File: src/rtl/psw_pkg.sv
// Shared encodings for the program-status-word flag unit: opcodes, function codes,
// FSM states and PSW bit positions.
package psw_pkg;

    localparam logic [4:0] OP_ALU     = 5'b00000;
    localparam logic [4:0] OP_STR_CMP = 5'b00110;
    localparam logic [4:0] OP_ADDI    = 5'b00111;
    localparam logic [4:0] OP_SUBI    = 5'b01000;

    localparam logic [1:0] F_ADD = 2'b00;
    localparam logic [1:0] F_ADC = 2'b01;
    localparam logic [1:0] F_SUB = 2'b10;
    localparam logic [1:0] F_SBB = 2'b11;
    localparam logic [1:0] F_CMP = 2'b01;

    localparam int unsigned PSW_Z = 1;
    localparam int unsigned PSW_C = 0;

    typedef enum logic {
        IDLE = 1'b0,
        PEND = 1'b1
    } state_e;

    // Field order matches the PSW bit indices: z at bit 1, c at bit 0.
    typedef struct packed {
        logic z;
        logic c;
    } flags_t;

endpackage

File: src/rtl/psw_flag_calc.sv
// Combinational decode of flag-setting instructions and WIDTH+1-bit Z/C computation.
module psw_flag_calc
    import psw_pkg::*;
#(
    parameter int unsigned WIDTH = 16
) (
    input  logic [4:0]       major_i,
    input  logic [1:0]       fn_i,
    input  logic [WIDTH-1:0] op_a_i,
    input  logic [WIDTH-1:0] op_b_i,
    input  logic             cin_i,
    output logic             set_flags_o,
    output flags_t           flags_o
);

    localparam int unsigned SW = WIDTH + 1;

    logic          is_sub;
    logic          use_cin;
    logic [SW-1:0] a_ext;
    logic [SW-1:0] b_ext;
    logic [SW-1:0] c_ext;
    logic [SW-1:0] sum;

    always_comb begin
        set_flags_o = 1'b0;
        is_sub      = 1'b0;
        use_cin     = 1'b0;
        case (major_i)
            OP_ALU: begin
                set_flags_o = 1'b1;
                case (fn_i)
                    F_ADD:   ;
                    F_ADC:   use_cin = 1'b1;
                    F_SUB:   is_sub  = 1'b1;
                    F_SBB: begin
                        is_sub  = 1'b1;
                        use_cin = 1'b1;
                    end
                    default: ;
                endcase
            end
            OP_STR_CMP: begin
                if (fn_i == F_CMP) begin
                    set_flags_o = 1'b1;
                    is_sub      = 1'b1;
                end
            end
            OP_ADDI: set_flags_o = 1'b1;
            OP_SUBI: begin
                set_flags_o = 1'b1;
                is_sub      = 1'b1;
            end
            default: ;
        endcase
    end

    // For subtract forms the top bit wraps to the unsigned borrow.
    always_comb begin
        a_ext = {1'b0, op_a_i};
        b_ext = {1'b0, op_b_i};
        c_ext = SW'(use_cin & cin_i);
        sum   = is_sub ? (a_ext - b_ext - c_ext) : (a_ext + b_ext + c_ext);
        flags_o.c = sum[WIDTH];
        flags_o.z = (sum[WIDTH-1:0] == '0);
    end

endmodule

File: src/rtl/psw_flag_unit.sv
// PSW writer: captures Z/C for flag-setting instructions at execute, holds them pending,
// and commits them to PSW_NZC on write-back; also supplies carry-in for ADC/SBB.
module psw_flag_unit
    import psw_pkg::*;
#(
    parameter int unsigned WIDTH = 16
) (
    input  logic             clk,
    input  logic             Rst,
    input  logic [15:0]      InsE,
    input  logic             ExEn,
    input  logic [WIDTH-1:0] OpA,
    input  logic [WIDTH-1:0] OpB,
    input  logic             WbEn,
    input  logic             Flush,
    output logic [1:0]       PSW_NZC,
    output logic             CarryIn,
    output logic             FlagPending,
    output logic             Overrun
);

    state_e state_q, state_d;
    flags_t pend_q,  pend_d;
    flags_t psw_q,   psw_d;
    logic   ovr_q,   ovr_d;
    logic   carry_q, carry_d;

    logic   set_flags;
    flags_t new_flags;
    logic   capture;
    logic   unused_ins;

    assign unused_ins = ^InsE[10:2];

    psw_flag_calc #(.WIDTH(WIDTH)) u_calc (
        .major_i     (InsE[15:11]),
        .fn_i        (InsE[1:0]),
        .op_a_i      (OpA),
        .op_b_i      (OpB),
        .cin_i       (carry_q),
        .set_flags_o (set_flags),
        .flags_o     (new_flags)
    );

    assign capture = ExEn & set_flags;

    always_ff @(posedge clk or posedge Rst) begin
        if (Rst) begin
            state_q <= IDLE;
            pend_q  <= '0;
            psw_q   <= '0;
            ovr_q   <= 1'b0;
            carry_q <= 1'b0;
        end else begin
            state_q <= state_d;
            pend_q  <= pend_d;
            psw_q   <= psw_d;
            ovr_q   <= ovr_d;
            carry_q <= carry_d;
        end
    end

    // Flush outranks WbEn; a capture in the same cycle always refills the pending slot.
    always_comb begin
        state_d = state_q;
        pend_d  = pend_q;
        psw_d   = psw_q;
        ovr_d   = ovr_q;
        case (state_q)
            IDLE: begin
                if (capture) begin
                    pend_d  = new_flags;
                    state_d = PEND;
                end
            end
            PEND: begin
                if (Flush) begin
                    if (capture) begin
                        pend_d = new_flags;
                    end else begin
                        pend_d  = '0;
                        state_d = IDLE;
                    end
                end else if (WbEn) begin
                    psw_d = pend_q;
                    if (capture) begin
                        pend_d = new_flags;
                    end else begin
                        state_d = IDLE;
                    end
                end else if (capture) begin
                    pend_d = new_flags;
                    ovr_d  = 1'b1;
                end
            end
            default: state_d = IDLE;
        endcase
        carry_d = (state_d == PEND) ? pend_d.c : psw_d.c;
    end

    assign PSW_NZC     = {psw_q[PSW_Z], psw_q[PSW_C]};
    assign CarryIn     = carry_q;
    assign FlagPending = (state_q == PEND);
    assign Overrun     = ovr_q;

endmodule

File: config.mk
export PLATFORM = sky130hd
export DESIGN_NAME = psw_flag_unit
export DESIGN_NICKNAME = d
export VERILOG_FILES = /design/src/rtl/psw_pkg.sv /design/src/rtl/psw_flag_calc.sv /design/src/rtl/psw_flag_unit.sv
export SDC_FILE = /design/constraint.sdc
export NUM_CORES = 1
export LEC_CHECK = 0
export CORE_ASPECT_RATIO = 0.9
export CORE_MARGIN = 2
export CORE_UTILIZATION = 57
export CTS_BUF_LIST = sky130_fd_sc_hd__clkbuf_16
export CTS_CLUSTER_DIAMETER = 100
export DETAILED_ROUTE_END_ITERATION = 10
export GPL_ROUTABILITY_DRIVEN = 0
export PLACE_DENSITY_LB_ADDON = 0.12
export SLEW_MARGIN = 20
export SYNTH_ARGS = -nofsm -noshare
export SYNTH_HDL_FRONTEND = slang
export SYNTH_SLANG_ARGS = --single-unit
export TNS_END_PERCENT = 50
File: constraint.sdc
create_clock -name clk -period 8.3 [get_ports clk]
set_clock_uncertainty 0.2 [all_clocks]
set_input_delay 1.66 -clock clk [delete_from_list [all_inputs] [get_ports clk]]
set_output_delay 1.66 -clock clk [all_outputs]
set_load 0.05 [all_outputs]
======== Word level (Yosys, flattened, before mapping) ========
Index checks and enable logic that the tools add are counted.
W data, S select, Z words.
storage, ports and cells
  bits in registers ....................... 7
  logic and storage cells ................. 48
operators by class
  bitwise operators ....................... 5
  reductions and logical operators ........ 7
  equality and inequality tests ........... 6
  multiplexer cells ....................... 19
  add/sub/neg operators ................... 4
operators by type and width
  kind                  number
  $add A16 B16 Y17      1
  $add A17 B17 Y17      1
  $mux W17              1
  $sub A16 B16 Y17      1
  $sub A17 B17 Y17      1
  $logic_not A16 Y1     1
  $mux W1               11
  $eq A5 B3 Y1 const B  2
  $mux W2               3
  $eq A5 B4 Y1 const B  1
  $logic_not A5 Y1      1
  $eq A2 B2 Y1 const B  2
  $pmux W1 S2           2
  $pmux W2 S2           1
  $reduce_and A4 Y1     1
  $reduce_or A2 Y1      2
  $not A1 Y1            3
  $pmux W1 S3           1
  $reduce_and A3 Y1     1
  $reduce_or A3 Y1      1
  $and A1 B1 Y1         2
  $eq A2 B1 Y1 const B  1

======== Longest topological paths before layout ========
  word-level depth ........................ 12
  gate-level depth with buffers ........... 14

======== Cells and area by module ========
Synthesis repeated with hierarchy kept, for this count alone.
unflattened totals
  cells, all modules ...................... 323
  area total of the unflattened synthesis .. 2,371.0 um^2
by module, submodules not included
  module         instances  area each (um^2)  cells an instance
  psw_flag_calc  1          2,055.7           300
  psw_flag_unit  1          315.3             23

======== Least setup slack after synthesis ========
No wires, ideal clock.
  path type ............................... input -> register
  start point ............................. input port InsE[13]
  end point ............................... register pend_q[1] (netlist bit)
  arrival time ............................ 5,036 ps
  cell stages on the path ................. 12
  data required time ...................... 7,981 ps
  library setup time ...................... 119 ps
  path buffers ............................ 0
  path slack .............................. 2,945 ps
  cells stage by stage .................... or4_4 -> or3_2 -> fa_1 -> fa_1 -> nand2b_1 -> a2111oi_2 -> nor2_4 -> a41o_1 -> or3_1 -> nand4_1 -> a2111oi_2 -> o21a_1
RTL lines
  element               RTL line             RTL
  start, declared       psw_flag_unit.sv:10  input logic [15:0] InsE,
  end signal, assigned  psw_flag_unit.sv:56  pend_q <= pend_d;
  end, declared         psw_flag_unit.sv:23  flags_t pend_q, pend_d;

==> results_dict.tcl <==
set metrics [dict create \
    numClockSinks 7 \
    criticalPathCategory "in2reg" \
    hold_slack_ns 0.2788 \
    cts_buffer_depth 2 \
    cts-resized-gates 0 \
    clk_pin_slew_ns 0.04 \
    synthesis.area_um2 2716 \
    p_switching_mw 0.1575 \
    final_nets 516 \
    start_kind "input pin" \
    maxSlewViolCount 0 \
    route.detailed.drc 0 \
    whs_path_depth 2 \
    setup_viol_count_final 0 \
    ys_top_cells_by_count "56 x inv_1, 45 x ha_1, 24 x a21oi_1" \
    core-area_um2 4518 \
    power_frac_seq 0.108 \
    ios 58 \
    synth_area_leaders "ha_1 21%, inv_1 7.7%, dfrtp_1 6.4%" \
    clock-root-buffer "clkbuf_16" \
    rows 23 \
    hold_class "reg2reg" \
    power.density_nw_per_um2 110.9 \
    drive_gt1_frac 0.06295 \
    yosys_warnings 0 \
    cp-end-kind "register" \
    p_sw_frac 0.4321 \
    syn_nets 473 \
    seqCellArea_um2 175.2 \
    ys_types 73 \
    synthFlopType "dfrtp_1" \
    fmaxAchievable_ghz 0.1731 \
    drtIter0Drc 189 \
    synth_top_cell_by_area "ha_1" \
    rsz0062_at_grt "no" \
    dp_hpwl_mm 5.624 \
    ys_ff_latch 7 \
    final.min_clock_period_ns 5.777 \
    finalHoldViolCount 0 \
    drv_cap 0 \
    die-area_um2 5334 \
    arrival_ns 5.70 \
    worstRegToRegCells 12 \
    worstMarginPinSlew_ns 0.4992 \
    seq_area_frac_synth 0.06449 \
    viasPerCell 5.960 \
    cts_hold_buf 0 \
    clkLatencyLatePin_ns 0.23 \
    cts-buffers-inserted 3 \
    dp.cells 471 \
    critPathMaxFanout 5 \
    drt-total-wl_mm 6.748 \
    grt_max_degree 11 \
    placed_area_um2 3208 \
    p_leak_nw 1.480 \
    fin_area_um2 3287 \
    p_int_mw 0.2070 \
    post-cts-setup-buffer-count 0 \
    fin_tns_setup_ns 0 \
    ctsHtreeMaxLevel 1 \
    yosysTopAreaCellShare 0.2073 \
    period_share 0.6960 \
    synth.most_common_cell "inv_1" \
    drtPass1Iterations 5 \
    synth-edff-count 0 \
    initial_core_util 0.6012 \
    num_vias 2831 \
    grt_use_total 0.2591 \
    required_ns 8.22 \
    dieHeight_um 69.49 \
    wl_per_cell_um 14.21 \
    power_frac_clock 0.220 \
    final_antenna_net_count 0 \
    synth_area_per_cell_um2 7.322 \
    async_flop_share 1.000 \
    antenna_found_initial 0 \
    synth_cells 371 \
    fin_cells 475 \
    overflow 0 \
    die_w_um 76.77 \
    multi_input_area_um2 2265 \
    irDropWorstVdd_uv 71.06 \
    status "completed" \
    grt_first_pass_wirelength_mm 11.78 \
    grt_pass1_vias 2587 \
    p_comb_frac 0.672 \
    relSlewSlack 0.6661 \
    num_antenna_cells 0 \
    cts_tree "built" \
    io_buffers 48 \
    syn2layout_area_growth_pct 21.00 \
    fillers 389 \
]
==> final cells by class <==
type	count	area share
Clock buffer	3	0.02284
Clock inverter	1	0.001142
Inverter	56	0.06395
Multi-Input combinational cell	298	0.6890
Sequential cell	7	0.05329
Tap cell	62	0.02360
Timing Repair Buffer	48	0.1462
==> worst max-delay path, cell delays in order <==
cell and delay [ns]:
clkdlybuf4s50_1 0.43, or4_4 0.56, or3_2 0.50, fa_1 0.42, fa_1 0.40, nand2b_1 0.21
a2111oi_2 0.50, nor2_4 0.08, a41o_1 0.26, or3_1 0.32, nand4_1 0.11, a2111oi_2 0.07
o21a_1 0.17
==> final timing paths <==
| kind | from | to | slack, ns |
|---|---|---|---|
| worst max register to register | CarryIn | pend_q[1] | 4.60 |
| worst max-delay path | InsE[13] | pend_q[1] | 2.52 |
| max in group asynchronous | Rst | PSW_NZC[1] | 6.21 |
| min in group asynchronous | Rst | pend_q[1] | 1.47 |
| worst min register to register | Overrun | Overrun | 0.28 |
| worst min-delay path | Overrun | Overrun | 0.28 |
==> flip-flops by register name, indices dropped and copies added (netlist names) <==
name / count
CarryIn: 1
PSW_NZC: 2
FlagPending: 1
pend_q: 2
Overrun: 1
==> power by group through the flow <==
stage | Sequential, mW | Clock, mW | Combinational (mW)
after floorplan | 0.0462 | 0 | 0.172
after global placement | 0.0396 | 0 | 0.235
after detailed placement | 0.0397 | 0 | 0.240
after CTS | 0.0393 | 0.0822 | 0.241
after global routing | 0.0395 | 0.0843 | 0.270
final | 0.0393 | 0.0803 | 0.245
==> through the flow <==
stage	power, mW	utilization	worst slack, ns
final	0.3645	0.7275	2.523
after global routing	0.3935	0.7275	2.318
after CTS	0.3624	0.7275	2.535
after detailed placement	0.2793	0.7101	2.301
after global placement	0.2742	0.7101	2.349
after floorplan	0.2178	-	2.945
==> cell usage in the layout, fill, tap and decap left out, types with 4 or more instances in the layout <==
master,n
nor2b_1,8
nor4_1,5
xnor2_1,6
inv_1,57
dfrtp_1,7
nor3_1,15
clkdlybuf4s50_1,48
a211oi_1,4
ha_1,45
o21ai_0,20
nand2b_1,7
a21oi_1,24
a31oi_1,6
nand3_1,8
fa_1,4
a21o_1,7
a311oi_1,4
nand3b_1,4
o31ai_1,4
o21a_1,5
xor2_1,5
or3_1,4
nor2_1,21
mux2i_1,7
nand2_1,20
==> kinds of logic after synthesis <==
logic type               after synthesis  share of synthesized area
AO/OA/AOI/OAI                        109                     0.2833
XOR/XNOR                              11                    0.03547
adder cells (fa/ha/maj)               49                     0.2368
buffers and inverters                 66                     0.1018
flip-flops                             7                    0.06449
multiplexers                           9                    0.03409
AND/OR/NAND/NOR                      120                     0.2441
==> per-layer routing <==
layer	global-route usage	wire, µm
met4	0.03636	80
met3	0.01953	329
met1	0.3737	3365
met2	0.4308	2973
met5	0	0
Power figures use the tool's default switching activity.
